File: src/rtl/shift_seq.sv
// rtl/shift_seq.sv - shift-unit sequencer driving an external 32-bit barrel shifter
// Optional flags: define SHIFT_SEQ_FLAGS_EN to compute out_z/out_n/out_c.
module shift_seq (
   input  logic        sys_clk,
   input  logic        reset,
   input  logic        in_valid,
   output logic        in_ready,
   input  logic [2:0]  in_op,
   input  logic [31:0] in_src,
   input  logic [31:0] in_cnt,
   output logic [1:0]  bar_mux,
   output logic [4:0]  bar_sft,
   output logic        bar_flin,
   output logic [31:0] bar_a,
   input  logic [31:0] bar_z,
   output logic        out_valid,
   input  logic        out_ready,
   output logic [31:0] out_res,
   output logic        out_z,
   output logic        out_n,
   output logic        out_c
);

   typedef enum logic [1:0] {S_IDLE, S_P1, S_P2, S_DONE} state_t;

   state_t      state, state_nxt;
   logic        live;
   logic        accept;
   logic        dec_left, dec_arith, dec_rot;
   logic [5:0]  dec_n;
   logic [31:0] cnt_mag;
   logic [5:0]  sat_n, q_n;
   logic        r_left, r_arith, r_rot;
   logic [5:0]  r_n;
   logic [31:0] r_src;
   logic [31:0] work;
   logic [4:0]  pass_k;

   // 0x8000_0000 negates to itself, which is still > 32 and saturates correctly
   assign cnt_mag = in_cnt[31] ? (32'd0 - in_cnt) : in_cnt;
   assign sat_n   = (cnt_mag > 32'd32) ? 6'd32 : cnt_mag[5:0];
   assign q_n     = ((in_cnt[5:0] == 6'd0) || (in_cnt[5:0] > 6'd32)) ? 6'd32 : in_cnt[5:0];

   always_comb begin
      dec_left  = 1'b0;
      dec_arith = 1'b0;
      dec_rot   = 1'b0;
      dec_n     = sat_n;
      case (in_op)
         3'd1: begin
            dec_left  = in_cnt[31];
            dec_arith = ~in_cnt[31];
         end
         3'd2: begin
            dec_left = 1'b1;
            dec_n    = q_n;
         end
         3'd3: dec_n = q_n;
         3'd4: begin
            dec_arith = 1'b1;
            dec_n     = q_n;
         end
         3'd5, 3'd6: begin
            dec_rot = 1'b1;
            dec_n   = {1'b0, in_cnt[4:0]};
         end
         default: dec_left = in_cnt[31];
      endcase
   end

   // live holds off in_ready for one cycle after reset so every output reads 0 during reset
   assign in_ready = live && (state == S_IDLE) && (~out_valid || out_ready);
   assign accept   = in_valid && in_ready;

   always_comb begin
      state_nxt = state;
      case (state)
         S_IDLE: if (accept) state_nxt = (dec_n == 6'd0) ? S_DONE : S_P1;
         S_P1:   state_nxt = r_n[5] ? S_P2 : S_DONE;
         S_P2:   state_nxt = S_DONE;
         default: state_nxt = S_IDLE;
      endcase
   end

   // A 32-bit shift is split into 31 then 1 in the same direction
   always_comb begin
      pass_k   = 5'd0;
      bar_a    = 32'd0;
      bar_mux  = 2'b00;
      bar_sft  = 5'd0;
      bar_flin = 1'b0;
      if (state == S_P1 || state == S_P2) begin
         pass_k  = (state == S_P2) ? 5'd1 : (r_n[5] ? 5'd31 : r_n[4:0]);
         bar_a   = (state == S_P2) ? work : r_src;
         bar_mux = r_left ? 2'b00 : (r_rot ? 2'b10 : (r_arith ? 2'b11 : 2'b01));
         bar_sft = r_left ? pass_k : (5'd0 - pass_k);
      end
   end

   always_ff @(posedge sys_clk or posedge reset) begin
      if (reset) begin
         state     <= S_IDLE;
         live      <= 1'b0;
         r_left    <= 1'b0;
         r_arith   <= 1'b0;
         r_rot     <= 1'b0;
         r_n       <= 6'd0;
         r_src     <= 32'd0;
         work      <= 32'd0;
         out_valid <= 1'b0;
         out_res   <= 32'd0;
      end else begin
         state <= state_nxt;
         live  <= 1'b1;
         if (accept) begin
            r_left  <= dec_left;
            r_arith <= dec_arith;
            r_rot   <= dec_rot;
            r_n     <= dec_n;
            r_src   <= in_src;
            work    <= in_src;
         end else if (state == S_P1 || state == S_P2) begin
            work <= bar_z;
         end
         if (state == S_DONE) begin
            out_valid <= 1'b1;
            out_res   <= work;
         end else if (out_ready) begin
            out_valid <= 1'b0;
         end
      end
   end

`ifdef SHIFT_SEQ_FLAGS_EN
   logic carry;

   always_comb begin
      carry = 1'b0;
      if (r_n != 6'd0) begin
         if (r_rot)
            carry = r_src[31];
         else if (r_left)
            carry = r_src[5'(6'd32 - r_n)];
         else
            carry = r_src[5'(r_n - 6'd1)];
      end
   end

   always_ff @(posedge sys_clk or posedge reset) begin
      if (reset) begin
         out_z <= 1'b0;
         out_n <= 1'b0;
         out_c <= 1'b0;
      end else if (state == S_DONE) begin
         out_z <= (work == 32'd0);
         out_n <= work[31];
         out_c <= carry;
      end
   end
`else
   assign out_z = 1'b0;
   assign out_n = 1'b0;
   assign out_c = 1'b0;
`endif

endmodule
File: config.mk
export PLATFORM = sky130hd
export DESIGN_NAME = shift_seq
export DESIGN_NICKNAME = d
export VERILOG_FILES = /design/src/rtl/shift_seq.sv
export SDC_FILE = /design/constraint.sdc
export NUM_CORES = 1
export LEC_CHECK = 0
export CORE_ASPECT_RATIO = 0.6
export CORE_MARGIN = 2
export CORE_UTILIZATION = 30
export CTS_CLUSTER_DIAMETER = 40
export DETAILED_ROUTE_END_ITERATION = 8
export MAX_ROUTING_LAYER = met4
export SYNTH_ARGS = -nofsm -noshare
export SYNTH_HDL_FRONTEND = slang
export SYNTH_SLANG_ARGS = --single-unit
File: constraint.sdc
create_clock -name sys_clk -period 9.01 [get_ports sys_clk]
set_input_delay 1.802 -clock sys_clk [delete_from_list [all_inputs] [get_ports sys_clk]]
set_output_delay 1.802 -clock sys_clk [all_outputs]
set_load 0.01 [all_outputs]
; ---- Word-level counts from Yosys, hierarchy flattened
; Cells that the tools add are included.
[classes]
bitwise = 2
order_cmp = 2
mux = 25
add_sub_neg = 2
eq_ne = 10
reduce_logical = 14
[op_table]
columns = operator, count
row1 = $mux 32, 5
row2 = $gt 32x6->1 const B, 1
row3 = $sub 1x32->32 const A, 1
row4 = $mux 5, 4
row5 = $logic_not 6->1, 2
row6 = $mux 2, 6
row7 = $mux 6, 2
row8 = $pmux 6 s2, 1
row9 = $eq 3x3->1 const B, 3
row10 = $eq 3x2->1 const B, 2
row11 = $gt 6x6->1 const B, 1
row12 = $pmux 2 s3, 1
row13 = $sub 1x5->5 const A, 1
row14 = $eq 2x2->1 const B, 2
row15 = $mux 1, 4
row16 = $pmux 1 s2, 2
row17 = $reduce_bool 2->1, 2
row18 = $reduce_or 4->1, 1
row19 = $eq 3x1->1 const B, 1
row20 = $logic_and 1x1->1, 3
row21 = $logic_or 1x1->1, 3
row22 = $reduce_or 3->1, 1
row23 = $eq 2x1->1 const B, 1
row24 = $logic_not 2->1, 1
row25 = other kinds (3), 4
[word_totals]
wordCells = 65
input_bits = 103
ff_bits = 109
output_inout_bits = 77

; ---- Depth between registers and ports, before layout
[logic_depth]
depth_word = 9
depth_mapped = 13

; ---- Worst setup path before layout
; No wires, ideal clock.
[synth_timing]
kind = input-to-reg
startpoint = input in_cnt[2]
endpoint = register state[1]
slack_ns = 4.365
t_arrival_ns = 4.525
path_stages = 11
cell_sequence = clkbuf_1 -> or4b_2 -> nor4b_1 -> mux2i_1 -> nand4_1 -> a2111oi_2 -> o211ai_2 -> o41ai_1 -> a31o_1 -> and3b_1 -> a31o_1
[synth_via]
elab_chain_cells = 9
[synth_lines]
columns = element, line
row1 = from (decl), 10  ; input logic [31:0] in_cnt,
row2 = $sub 1x32->32, 40  ; assign cnt_mag = in_cnt[31] ? (32'd0 - in_cnt) : in_cnt;
row3 = $mux 32, 40
row4 = $gt 32x6->1, 41  ; assign sat_n = (cnt_mag > 32'd32) ? 6'd32 : cnt_mag[5:0];
row5 = $mux 6, 41
row6 = $pmux 6 s2 *, 49  ; case (in_op)
row7 = $logic_not 6->1 *, 78  ; S_IDLE: if (accept) state_nxt = (dec_n == 6'd0) ? S_DONE : S_P1;
row8 = $mux 2 * (2 in series), 78
row9 = $pmux 2 s3 *, 77  ; case (state)
row10 = to (signal assigned), 113  ; state <= state_nxt;
row11 = to (decl), 26  ; state_t state, state_nxt;
; Mark *: on every way between the ends. The rest lies on a longest branch, timed or not. The select of a mux whose other input is x is not followed.
; A chain may end at the register's enable or synchronous reset.

; ---- Worst setup path after layout
[layout_timing]
startpoint = input in_cnt[1]
endpoint = register state[1]
; Same word-level chain as after synthesis.

==> impl_metrics.env <==
export IMPL_core_um2=20900
export IMPL_post_route_min_period_ps=5420
export IMPL_yosysWarningCount=0
export IMPL_initial_core_util_pct=30.5
export IMPL_drcViolationCount=0
export IMPL_ctsHoldBuffers=0
export IMPL_antenna_found_initial=0
export IMPL_hold_class="reg2reg"
export IMPL_clk_latency_ps=350
export IMPL_cp_max_fo=11
export IMPL_synth_top_cell_by_area="dfrtp_1"
export IMPL_outcome="completed"
export IMPL_netlist_instances=681
export IMPL_synth_area_top_cells="dfrtp_1 (43%), mux2i_1 (11%), nand2_1 (6.9%), mux2_2 (6.0%), o21ai_0 (3.8%)"
export IMPL_synth_top_area_share_pct=42.8
export IMPL_syn_avg_cell_area_um2=9.37
export IMPL_tightest_slew_ps=1040
export IMPL_clkSlewWorstSetupHoldPaths_ps=70
export IMPL_power_leakage_nw=3.57
export IMPL_placed_cell_area_um2=8320
export IMPL_yosys_cell_types_count=72
export IMPL_power_density_nw_per_um2=337
export IMPL_synthFlopType="dfrtp_1"
export IMPL_grt_pass1_vias=5350
export IMPL_hold_viol_final=0
export IMPL_slew_headroom_pct=30.3
export IMPL_seq_area_frac_synth_pct=42.8
export IMPL_use_met1_pct=26.5
export IMPL_drt_wirelength_per_cell_um=17.2
export IMPL_drive_gt1_share_pct=9.06
export IMPL_ys_seq_elements=109
export IMPL_use_met2_pct=22.5
export IMPL_dieWidth_um=192
export IMPL_crit_chain="clkdlybuf4s50_1, inv_1, ha_1, nor4b_2, and3_1, and3_1, mux2_2, nor3_1, nand2_1, o41ai_1, a31o_1, and3b_1, a31o_1"
export IMPL_gp_congestion=0.910
export IMPL_crit_type="in2reg"
export IMPL_use_met3_pct=5.22
export IMPL_crit_slowest_cell="nor4b_2"
export IMPL_post_cts_resize_count=0
export IMPL_post_cts_buffers=0
export IMPL_worstPathArrival_ps=5660
export IMPL_rows=41
export IMPL_clkSinkCount=109
export IMPL_dp_cells=1091
export IMPL_synth_edf_count=0
export IMPL_clock_path_buffers=2
export IMPL_drtPass1Iterations=5
export IMPL_drtAntennaViolNets=0
export IMPL_finalNetCount=932
export IMPL_required_ps=9250
export IMPL_synth_common_cells="nand2_1 (117), dfrtp_1 (109), mux2i_1 (70)"
export IMPL_design_area_um2=8640
export IMPL_vias_per_cell=5.02
export IMPL_numPortBuffers=175
export IMPL_async_reset_ff_share_pct=100
export IMPL_synth_most_common_cell="nand2_1"
export IMPL_final_util_pct=41.3
export IMPL_fin_crit_sh_pct=60.1
export IMPL_finClkSkew_ps=5.48
export IMPL_grt_usage_pct=17.4
export IMPL_die_height_um=117
export IMPL_path_buf_inv=2
export IMPL_timing_critical_path_slowest_cell_delay_ps=790
export IMPL_fmax_ghz=0.185
export IMPL_io_pins=180
export IMPL_fill_cells=2095
export IMPL_htreeDepth=3
export IMPL_overflow=0
export IMPL_dp_final_hpwl_um=13300
export IMPL_syn2layout_area_growth_pct=35.5
export IMPL_dieArea_um2=22500
export IMPL_drt_wl_total_um=19000
export IMPL_rsz0062_at_grt="no"
export IMPL_cp_start_kind="input port"
export IMPL_power_total_w=0.00292
export IMPL_maxCapViolCount=0
export IMPL_cts_tree="built"
export IMPL_slew_viol_final=0
export IMPL_grt_pass1_wl_um=29600
export IMPL_fin_cells=1107
export IMPL_diodes=0
export IMPL_tns_ps=0
export IMPL_cts_buffers=9
export IMPL_drt_iter0_markers=408
export IMPL_grt_busiest_layer="met1"
export IMPL_setup_violations=0
export IMPL_max_vdd_ir_drop_uv=173
export IMPL_grt_max_degree=80
export IMPL_path_delay_family="simple AND/OR/NAND/NOR gates"
export IMPL_syn_area_um2=6380
export IMPL_num_vias=5552
export IMPL_root_buffer="clkbuf_16"
export IMPL_cp_end_kind="flip-flop"
metal layers:
metal	part of all wire (%)	up-vias	routed length, um
li1	-	2681	-
met1	52	2626	9880
met2	39	235	7360
met3	8.7	10	1660
met4	0.53	0	101
met5	0	-	0
sequential cells by signal, indices dropped and copies added, names as in the netlist, 2 cells and up:
signal	flops
out_res	32
r_n	6
r_src	32
state	2
work	32
worst paths after layout:
path	start	to	slack (ps)	depth (start not counted)
max	in_cnt[1]	state[1]$_DFFE_PP0P_	3590	13
max reg2reg	state[0]$_DFFE_PP0P_	work[7]$_DFFE_PP0P_	6820	7
min reg2reg	r_src[28]$_DFFE_PP0P_	r_src[28]$_DFFE_PP0P_	470	2
max in group asynchronous	reset	work[1]$_DFFE_PP0P_	5830	3
min in group asynchronous	reset	out_res[18]$_DFFE_PP0P_	1800	2
min	r_src[28]$_DFFE_PP0P_	r_src[28]$_DFFE_PP0P_	470	2
stage by stage:
step	setup slack (ps)	hold WS, ps
2_1_floorplan	4330	445
3_3_place_gp	3380	457
3_5_place_dp	3310	461
4_1_cts	3660	479
5_1_grt	3320	495
6_report	3590	474
worst register-to-register path, cell delays in order, from the launching register on:
cell and delay, ps:
dfrtp_1 400, inv_1 160, ha_4 180, and3_1 180, and2_2 290, buf_4 580, nand2_1 190, o21ai_0 120
cells in the final DEF, fill, tap and decap left out, types with 3 or more instances in the layout:
cell type	netlist	final
o21ai_0	48	48
nand2b_1	6	6
clkbuf_16	0	9
nor4_2	3	3
nor2_1	34	34
nand4_1	7	7
nor4_1	7	7
and3_1	3	3
xor2_1	4	4
or4_1	3	3
o22ai_1	4	4
ha_1	6	3
dfrtp_1	109	109
mux2_2	34	34
xnor2_1	3	3
clkbuf_8	0	3
and2_1	8	7
a31oi_1	6	6
a311oi_1	3	3
nor2b_1	37	37
a21oi_1	11	11
nor3_1	17	17
inv_1	13	12
nand3_1	17	17
nand2_1	117	117
buf_4	6	5
conb_1	2	5
clkdlybuf4s50_1	0	175
mux2i_1	70	70
final cells by class:
class                   count  area [um2]  share of cell area, %
multi-input cells         510        3400                   39.4
flip-flops and latches    109        2730                   31.6
clock inverters             4        55.1                  0.637
repair buffers            180        1790                   20.7
clock buffers              12         267                   3.08
inverters                  13        51.3                  0.594
well taps                 279         349                   4.04
power by group:
part | leakage, nW | internal, W | switching (W) | total, W
Sequential | 1.32 | 0.000736 | 0.000155 | 0.000891
Clock | 0.155 | 0.000240 | 0.000180 | 0.000419
Combinational | 2.10 | 0.000865 | 0.000740 | 0.00161
Total | 3.57 | 0.00184 | 0.00108 | 0.00292
kinds of logic after synthesis:
family / after synthesis / synth area share, %
buf+inv: 65 / 4.37
mux: 104 / 17.0
other cells: 2 / 0.118
compound gates: 107 / 10.7
fa+ha+maj: 6 / 1.18
simple gates: 281 / 22.9
xor+xnor: 7 / 0.961
flops: 109 / 42.8
Power figures use the tool's default switching activity.
